[src/rtl/rob_tag_allocator.sv]
// Reorder-buffer tag allocator: offers WIDTH consecutive ring tags per cycle,
// reclaims them in order at commit, rewinds on squash. Stats gated by ROB_ALLOC_STATS_EN.
module rob_tag_allocator #(
    parameter int WIDTH    = 4,
    parameter int TAG_W    = 5,
    parameter int RETIRE_W = 4
) (
    input  logic                             clk,
    input  logic                             rst_n,
    output logic [WIDTH*TAG_W-1:0]           rob_tags,
    output logic                             tags_valid,
    input  logic [WIDTH-1:0]                 alloc_take,
    input  logic [$clog2(RETIRE_W+1)-1:0]    retire_count,
    input  logic                             flush_valid,
    input  logic [TAG_W-1:0]                 flush_tag,
    output logic [TAG_W-1:0]                 head_tag,
    output logic [TAG_W:0]                   occupancy,
    output logic                             empty,
    output logic                             full,
    output logic                             alloc_err,
    output logic [31:0]                      stall_cycles,
    output logic [31:0]                      alloc_total
);

    localparam int N     = 1 << TAG_W;
    localparam int OCC_W = TAG_W + 1;
    localparam int RC_W  = $clog2(RETIRE_W + 1);
    localparam int CNT_W = $clog2(WIDTH + 1);

    typedef enum logic {
        RUN,
        RECOVER
    } state_e;

    state_e               state_q, state_d;
    logic [TAG_W-1:0]     alloc_ptr_q, alloc_ptr_d;
    logic [TAG_W-1:0]     retire_ptr_q, retire_ptr_d;
    logic [OCC_W-1:0]     occ_q, occ_d;
    logic                 alloc_err_q, alloc_err_d;

    logic [OCC_W-1:0]     free_slots;
    logic [CNT_W-1:0]     take_count;
    logic                 take_prefix;
    logic                 alloc_ok;
    logic                 alloc_viol;
    logic [CNT_W-1:0]     nalloc;
    logic                 rc_over;
    logic [RC_W-1:0]      rc_clamped;
    logic                 retire_err;
    logic [OCC_W-1:0]     nret;
    logic [TAG_W-1:0]     retire_ptr_nxt;
    logic [TAG_W-1:0]     squash_span;
    logic [TAG_W-1:0]     flush_occ;
    logic                 flush_err;

    // Offer side: purely a function of registered state.
    always_comb begin
        free_slots = OCC_W'(N) - occ_q;
        tags_valid = (state_q == RUN) && (free_slots >= OCC_W'(WIDTH));
        for (int k = 0; k < WIDTH; k++) begin
            rob_tags[k*TAG_W +: TAG_W] = alloc_ptr_q + TAG_W'(k);
        end
    end

    // Allocation decode. x & (x+1) == 0 holds exactly for low-order prefix masks.
    always_comb begin
        take_count = '0;
        for (int k = 0; k < WIDTH; k++) begin
            take_count = take_count + CNT_W'(alloc_take[k]);
        end
        take_prefix = ((alloc_take & (alloc_take + WIDTH'(1))) == '0);
        alloc_ok    = !flush_valid && tags_valid && take_prefix;
        alloc_viol  = !flush_valid && (|alloc_take) && (!tags_valid || !take_prefix);
        nalloc      = alloc_ok ? take_count : '0;
    end

    // Retire decode; squash_span/flush_occ stay TAG_W wide so subtraction wraps mod N.
    always_comb begin
        rc_over        = (retire_count > RC_W'(RETIRE_W));
        rc_clamped     = rc_over ? RC_W'(RETIRE_W) : retire_count;
        retire_err     = rc_over || (32'(retire_count) > 32'(occ_q));
        nret           = (OCC_W'(rc_clamped) > occ_q) ? occ_q : OCC_W'(rc_clamped);
        retire_ptr_nxt = retire_ptr_q + TAG_W'(nret);
        squash_span    = flush_tag - retire_ptr_q;
        flush_occ      = flush_tag - retire_ptr_nxt;
        flush_err      = flush_valid && (nret > {1'b0, squash_span});
    end

    // NOTE: every signal driven here gets a default first, so no path leaves it unassigned and no latch is inferred.
    always_comb begin
        alloc_ptr_d  = alloc_ptr_q;
        retire_ptr_d = retire_ptr_nxt;
        occ_d        = occ_q;
        state_d      = state_q;
        alloc_err_d  = alloc_err_q | alloc_viol | retire_err | flush_err;

        if (flush_valid) begin
            alloc_ptr_d = flush_tag;
            occ_d       = {1'b0, flush_occ};
        end else begin
            alloc_ptr_d = alloc_ptr_q + TAG_W'(nalloc);
            occ_d       = occ_q + OCC_W'(nalloc) - nret;
        end

        case (state_q)
            RUN:     state_d = flush_valid ? RECOVER : RUN;
            RECOVER: state_d = flush_valid ? RECOVER : RUN;
            default: state_d = RUN;
        endcase
    end

    // NOTE: sequential state uses non-blocking assignments so every register samples pre-edge values.
    always_ff @(posedge clk or negedge rst_n) begin
        if (!rst_n) begin
            state_q      <= RUN;
            alloc_ptr_q  <= '0;
            retire_ptr_q <= '0;
            occ_q        <= '0;
            alloc_err_q  <= 1'b0;
        end else begin
            state_q      <= state_d;
            alloc_ptr_q  <= alloc_ptr_d;
            retire_ptr_q <= retire_ptr_d;
            occ_q        <= occ_d;
            alloc_err_q  <= alloc_err_d;
        end
    end

    assign head_tag  = retire_ptr_q;
    assign occupancy = occ_q;
    assign empty     = (occ_q == '0);
    assign full      = (occ_q == OCC_W'(N));
    assign alloc_err = alloc_err_q;

`ifdef ROB_ALLOC_STATS_EN
    logic [31:0] stall_cycles_q, stall_cycles_d;
    logic [31:0] alloc_total_q, alloc_total_d;

    // Stall count saturates; allocation total wraps.
    always_comb begin
        stall_cycles_d = stall_cycles_q;
        if (!tags_valid && (stall_cycles_q != '1)) begin
            stall_cycles_d = stall_cycles_q + 32'd1;
        end
        alloc_total_d = alloc_total_q + 32'(nalloc);
    end

    always_ff @(posedge clk or negedge rst_n) begin
        if (!rst_n) begin
            stall_cycles_q <= '0;
            alloc_total_q  <= '0;
        end else begin
            stall_cycles_q <= stall_cycles_d;
            alloc_total_q  <= alloc_total_d;
        end
    end

    assign stall_cycles = stall_cycles_q;
    assign alloc_total  = alloc_total_q;
`else
    assign stall_cycles = 32'd0;
    assign alloc_total  = 32'd0;
`endif

endmodule
[config.mk]
export PLATFORM = sky130hd
export DESIGN_NAME = rob_tag_allocator
export DESIGN_NICKNAME = d
export VERILOG_FILES = /design/src/rtl/rob_tag_allocator.sv
export SDC_FILE = /design/constraint.sdc
export NUM_CORES = 1
export LEC_CHECK = 0
export CORE_UTILIZATION = 38
export DETAILED_ROUTE_END_ITERATION = 10
export PLACE_DENSITY = 0.76
export SLEW_MARGIN = 15
export SYNTH_ARGS = -nofsm -noshare
export SYNTH_HDL_FRONTEND = slang
export SYNTH_SLANG_ARGS = --single-unit
[constraint.sdc]
create_clock -name clk -period 3.31 [get_ports clk]
set_input_delay 0.662 -clock clk [delete_from_list [all_inputs] [get_ports clk]]
set_output_delay 0.662 -clock clk [all_outputs]
set_load 0.02 [all_outputs]
==> Word-level counts from Yosys, hierarchy flattened <==
Index checks and enable logic that the tools add are counted.
{ "word_totals": {"elab_cells": 50, "in_bits": 15, "ff_bits": 18, "out_inout_bits": 99} }
{ "classes": {"reduce_logical": 14, "n_lt_le_gt_ge": 5, "eq_ne": 1, "bitwise_logic": 5, "n_addsub": 14, "n_mux": 6} }
{ "ops": {"columns": ["op", "n"], "rows": [
  ["3-bit by 6-bit greater-than comparator with 1-bit output", 2],
  ["6-bit 2-to-1 mux", 2],
  ["5-bit by 2-bit adder with 5-bit output (second input constant)", 2],
  ["5-bit subtractor", 2],
  ["6-bit by 3-bit adder with 6-bit output", 1],
  ["6-bit == test (second input constant)", 1],
  ["6-bit by 3-bit greater-or-equal comparator with 1-bit output (second input constant)", 1],
  ["6-bit by 5-bit greater-than comparator with 1-bit output", 1],
  ["1-bit logical AND", 6],
  ["6-bit logical NOT", 1],
  ["3-bit 2-to-1 mux", 2],
  ["6-bit subtractor", 1],
  ["6-bit subtractor (first input constant)", 1],
  ["5-bit by 1-bit adder with 5-bit output (second input constant)", 1],
  ["5-bit by 3-bit adder with 5-bit output", 1],
  ["5-bit adder", 1],
  ["5-bit 2-to-1 mux", 1],
  ["4-bit by 1-bit adder with 4-bit output (second input constant)", 1],
  ["4-bit AND", 1],
  ["4-bit logical NOT", 1],
  ["4-bit OR reduction", 1],
  ["2-bit by 1-bit adder with 3-bit output", 1],
  ["3-bit by 1-bit adder with 3-bit output", 1],
  ["3-bit greater-than comparator (second input constant)", 1],
  ["6 further kinds", 11]
]} }

==> Longest topological paths before layout <==
Gate-level depths: netlist (run 1).
{ "depth": {"depth_word": 9, "mapped_depth": 18, "mapped_depth_nobuf": 18} }

==> Worst setup path before layout (run 1) <==
OpenSTA, ideal clock, no wires.
{ "synth_timing": {"path_type": "input port to flip-flop", "from": "in retire_count[2]", "to": "reg occ_q[4], in the netlist occupancy[4]", "stages": 16, "n_path_buf": 0, "path_slack_ns": -0.539, "arrival_ns": 3.716, "required_ns": 3.176, "setup_ns": 0.134, "cell_sequence": "and2b_1 ha_1 nor2b_1 o21ai_2 a32oi_2 nor2_1 a21o_1 ha_1 inv_1 fa_1 fa_1 a21o_1 a21oi_1 xor2_1 xnor2_1 mux2i_1"} }
{ "synth_via": {"elab_chain_cells": 7, "word_cells_on_any_way": 8, "classes_between": "add/sub (3); order compare (2); mux (3)"} }
{ "synth_rtl": {"columns": ["item", "line_no", "rtl"], "rows": [
  ["start: declaration", "13", "input logic [$clog2(RETIRE_W+1)-1:0] retire_count,"],
  ["3-bit greater-than comparator", "79", "rc_over = (retire_count > RC_W'(RETIRE_W));"],
  ["3-bit 2-to-1 mux (*)", "80", "rc_clamped = rc_over ? RC_W'(RETIRE_W) : retire_count;"],
  ["3-bit by 6-bit greater-than comparator with 1-bit output", "82", "nret = (OCC_W'(rc_clamped) > occ_q) ? occ_q : OCC_W'(rc_clamped);"],
  ["6-bit 2-to-1 mux (*)", "82", null],
  ["5-bit adder", "83", "retire_ptr_nxt = retire_ptr_q + TAG_W'(nret);"],
  ["5-bit subtractor", "85", "flush_occ = flush_tag - retire_ptr_nxt;"],
  ["6-bit 2-to-1 mux (*)", "97", "if (flush_valid) begin"],
  ["named net occ_d[4]", "38", "logic [OCC_W-1:0] occ_q, occ_d;"],
  ["end signal: assignment", "118", "occ_q <= '0;"],
  ["end signal: assignment", "124", "occ_q <= occ_d;"],
  ["end: declaration", "38", null]
]} }
The timed path passes the listed nets; every way through them passes the cells marked *.

==> Worst setup path after layout (run 1) <==
{ "layout_timing": {"from": "in retire_count[1]", "to": "reg occ_q[4], in the netlist occupancy[4]"} }
The elaborated chain is that of the path after synthesis.

==> impl_summary.txt, run 1 <==
----------------------------------------------------
[Setup path]
  Largest stage delay on the critical path ... 450 ps
  Crit start category ... input port
  Critical path required time ... 3450 ps
  Cell type of the slowest stage on the worst timing path ... fa_2
  Critical path, cell by cell ... buf_6, and2b_2, ha_4, nor2b_4, o21ai_2, a32oi_2, nor2_2, a21o_1, ha_2, inv_2, fa_2, fa_2, a21o_1, a21oi_2, xor2_1, xnor2_1, mux2i_1
  Arrival time of the worst setup path ... 3790 ps
  Buffers & Inverters on Critical Path ... 2
  Maximum fanout count along the critical path ... 4
  Worst setup path class ... input port to flop
  Crit path capture type ... flop
  Family with the most delay on the worst path ... adder cells

[Finish]
  Combined area of the multi-input logic cells ... 1948 um2
  Number of nets in the finished design ... 462
  Leading cell type in the layout, fill and taps excluded ... conb_1
  Area added between synthesis and finish ... 37.61%
  Final Core Density ... 0.5519
  Highest-count cells in the layout ignoring fill and taps ... conb_1, buf_4, clkdlybuf4s50_1
  Count of antenna diodes in the layout ... 0
  Share of post-route cells with drive strength above 1 ... 0.2670
  Storage element area ... 450.4 um2
  Number of filler instances in the final layout ... 585

[Timing]
  Setup repair after global routing missed its margin ... true
  Number of pins exceeding their max-slew limit in the final report ... 0
  Total Neg Setup Slack ... -950.9 ps
  Final number of hold-violating endpoints ... 0
  Max Clock Skew ... 6.968 ps
  Time the worst path needs with I/O delays and setup ... 3653 ps
  Finish-stage setup viols ... 4
  Tightest Pin Transition ... 891.3 ps
  Relative slew slack ... 0.4039
  Max Freq ... 273.8 MHz
  Ratio of final minimum period to clock period ... 1.104
  Setup slack after layout ... -342.9 ps

[Place]
  Placer's final routability congestion estimate ... 0.8400
  Count of buffers inserted at the top-level ports ... 49
  DP HPWL ... 4435 um

[Floorplan]
  Chip Height ... 84.80 um
  Horizontal die dimension ... 84.80 um
  Number of rows created at floorplan ... 29
  Placeable core area ... 6495 um2
  Total I/O pin count ... 114
  Effective utilization at floorplan ... 0.4011
  Die ar. ... 7190 um2

[Yosys]
  EDFF count, synth ... 0
  Synth async-reset ratio ... 1.000
  Proportion of synthesized area in mux cells ... 0.03170
  Flop and latch count out of synthesis ... 18
  Synthesized-area fraction occupied by xor and xnor cells ... 0.08405
  Compound-gate portion of the synthesized area ... 0.1033
  Synth Warn # ... 0
  Sequential area share after synthesis ... 0.1729
  Cell area after technology mapping ... 2605 um2
  Dominant combinational cell family by area after synthesis ... adder cells
  Simple-gate area share of the yosys netlist ... 0.1066
  Number of cells produced by synthesis ... 295
  Top flip-flop cell by instance count after synthesis ... dfrtp_1
  Post-synthesis area per instance ... 8.831 um2
  Arithmetic-cell share of the synthesized area counting full adders, half adders and majority gates ... 0.2536
  Number of distinct library cells after synthesis ... 37

[Route]
  Number of remaining DRC errors ... 8
  Detailed-route via count ... 2115
  Router iterations before antenna repair ... 7
  Antenna Nets Post-Route ... 0
  Initial DRC Count ... 61
  Avg Vias per Cell ... 4.462
  Post-DR wirelength/cell ... 12.60 um
  WL final ... 5973 um

[Run]
  Count of max-cap constraint violations ... 0

[Clock network]
  Clock buffers created by TritonCTS ... 3
  Number of buffers on the longest clock path ... 2
  Worst-Skew Late Latency ... 260 ps
  H-tree depth ... 1
  Sink Count ... 18
  Clock tree from TritonCTS ... done
  Clock-pin slew on the worst setup and hold paths ... 80 ps
  Cell chosen for the clock root ... clkbuf_8

[GRT]
  All-layer global routing usage ... 0.1599
  Vias in the first global route ... 2012
  GRT overflow ... 0
  Antenna violations before repair ... 0
  Wire length of the first global-routing pass ... 9246 um
  Pin count of the biggest net entering global routing ... 23

[Power]
  Net switching power ... 0.001459 W
  Peak supply drop ... 0.5104 mV
  Clock network fraction of design power ... 0.051
  Internal portion of total power ... 0.001761 W
  Power density over cell area ... 898.2 nW/um2
  Switch share ... 0.4531
  Combinational Power Share ... 0.825
  Leakage power figure ... 1.808 nW
  Sequential Power Share ... 0.124

[Status]
  Run status ... complete, but fails checks
  Violations in the final reports ... DRC, setup timing

[Min path]
  Worst hold path type ... flop to flop

----------------------------------------------------
-- what timing repair did --
item	4_1_cts	5_1_grt
resized for setup	29	21
buffers inserted	8	8
pin swaps	20	25
hold buffers	0	0
endpoints found under the setup margin	8	6
-- worst paths after layout --
path,startpoint,endpoint,slack (ps),cells after the start
max,retire_count[1],occupancy[4]$_DFF_PN0_,-340,17
min reg2reg,alloc_err$_DFF_PN0_,alloc_err$_DFF_PN0_,570,2
min,alloc_err$_DFF_PN0_,alloc_err$_DFF_PN0_,570,2
max in group asynchronous,rst_n,alloc_ptr_q[2]$_DFF_PN0_,1860,1
max reg2reg,occupancy[2]$_DFF_PN0_,occupancy[4]$_DFF_PN0_,-220,16
min in group asynchronous,rst_n,alloc_ptr_q[0]$_DFF_PN0_,900,1
-- final cells by class --
cell class	count	share of cell area
Clock buffer	3	0.01152
Timing Repair Buffer	103	0.2545
Tap cell	77	0.02688
Inverter	35	0.03805
Multi-Input combinational cell	238	0.5435
Sequential cell	18	0.1257
-- flip-flops by register name, summed over array words and instances (netlist names) --
name         count
head_tag         5
alloc_ptr_q      5
alloc_err        1
occupancy        6
state_q          1
-- Yosys cell counts, types with 6 or more instances --
master | instances | share of area
dfrtp_1 | 18 | 0.17
a21oi_1 | 19 | 0.037
fa_1 | 8 | 0.061
nand3_1 | 6 | 0.012
xnor2_1 | 14 | 0.047
ha_1 | 40 | 0.19
inv_1 | 31 | 0.045
nand2_1 | 12 | 0.017
xor2_1 | 11 | 0.037
a21o_1 | 9 | 0.026
buf_4 | 66 | 0.19
o21ai_0 | 8 | 0.015
nand2b_1 | 6 | 0.014
-- power groups by stage --
| stage | logic (W) | registers, W | clock network [W] |
|---|---|---|---|
| after detailed placement | 0.00222 | 0.000401 | 0 |
| after floorplan | 0.00136 | 0.000506 | 0 |
| after global placement | 0.00216 | 0.000400 | 0 |
| after CTS | 0.00239 | 0.000401 | 0.000167 |
| after global routing | 0.00293 | 0.000412 | 0.000176 |
| final | 0.00266 | 0.000400 | 0.000164 |
-- cells by family after synthesis --
group	count (synthesis)
compound gates	43
fa+ha+maj	48
flops	18
other cells	1
mux	7
xor+xnor	25
simple gates	48
buf+inv	105
-- worst register-to-register path, cell delays in order (launching register included) --
cell and delay [ps]:
dfrtp_1 360, inv_1 40, ha_1 260, nor4b_4 280, o21ai_2 100, a32oi_2 320
nor2_2 80, a21o_1 190, ha_2 190, inv_2 60, fa_2 450, fa_2 360
a21o_1 200, a21oi_2 130, xor2_1 170, xnor2_1 130, mux2i_1 90
-- through the flow --
| stage | hold slack (ps) | cells | instance area [um2] | power [W] | worst slack (ps) |
|---|---|---|---|---|---|
| 3_5_place_dp | 566.6 | 458 | 3286 | 0.002622 | -1061 |
| 5_1_grt | 603.9 | 474 | 3585 | 0.003520 | -507.7 |
| 4_1_cts | 586.1 | 468 | 3443 | 0.002957 | -322.6 |
| 6_report | 575.0 | 474 | 3585 | 0.003220 | -342.9 |
| 3_3_place_gp | 563.4 | 458 | 3286 | 0.002558 | -968.1 |
| 2_1_floorplan | 366.4 | 361 | 2902 | 0.001866 | -451.4 |
-- per-layer routing --
layer | global-route usage | routed length [um] | up-vias
li1 | - | - | 1032
met1 | 0.1981 | 2503 | 985
met2 | 0.2993 | 3056 | 86
met3 | 0.02655 | 306 | 12
met4 | 0.01695 | 106 | 0
met5 | 0 | 0 | -
No activity file was read; power rests on OpenSTA's default activity.
==> run 2: changes to the inputs <==
RECOVER_POWER = 100   (was default)
==> results of run 2 <==
No change in the layout: final DEF, timing and power equal those of run 1.
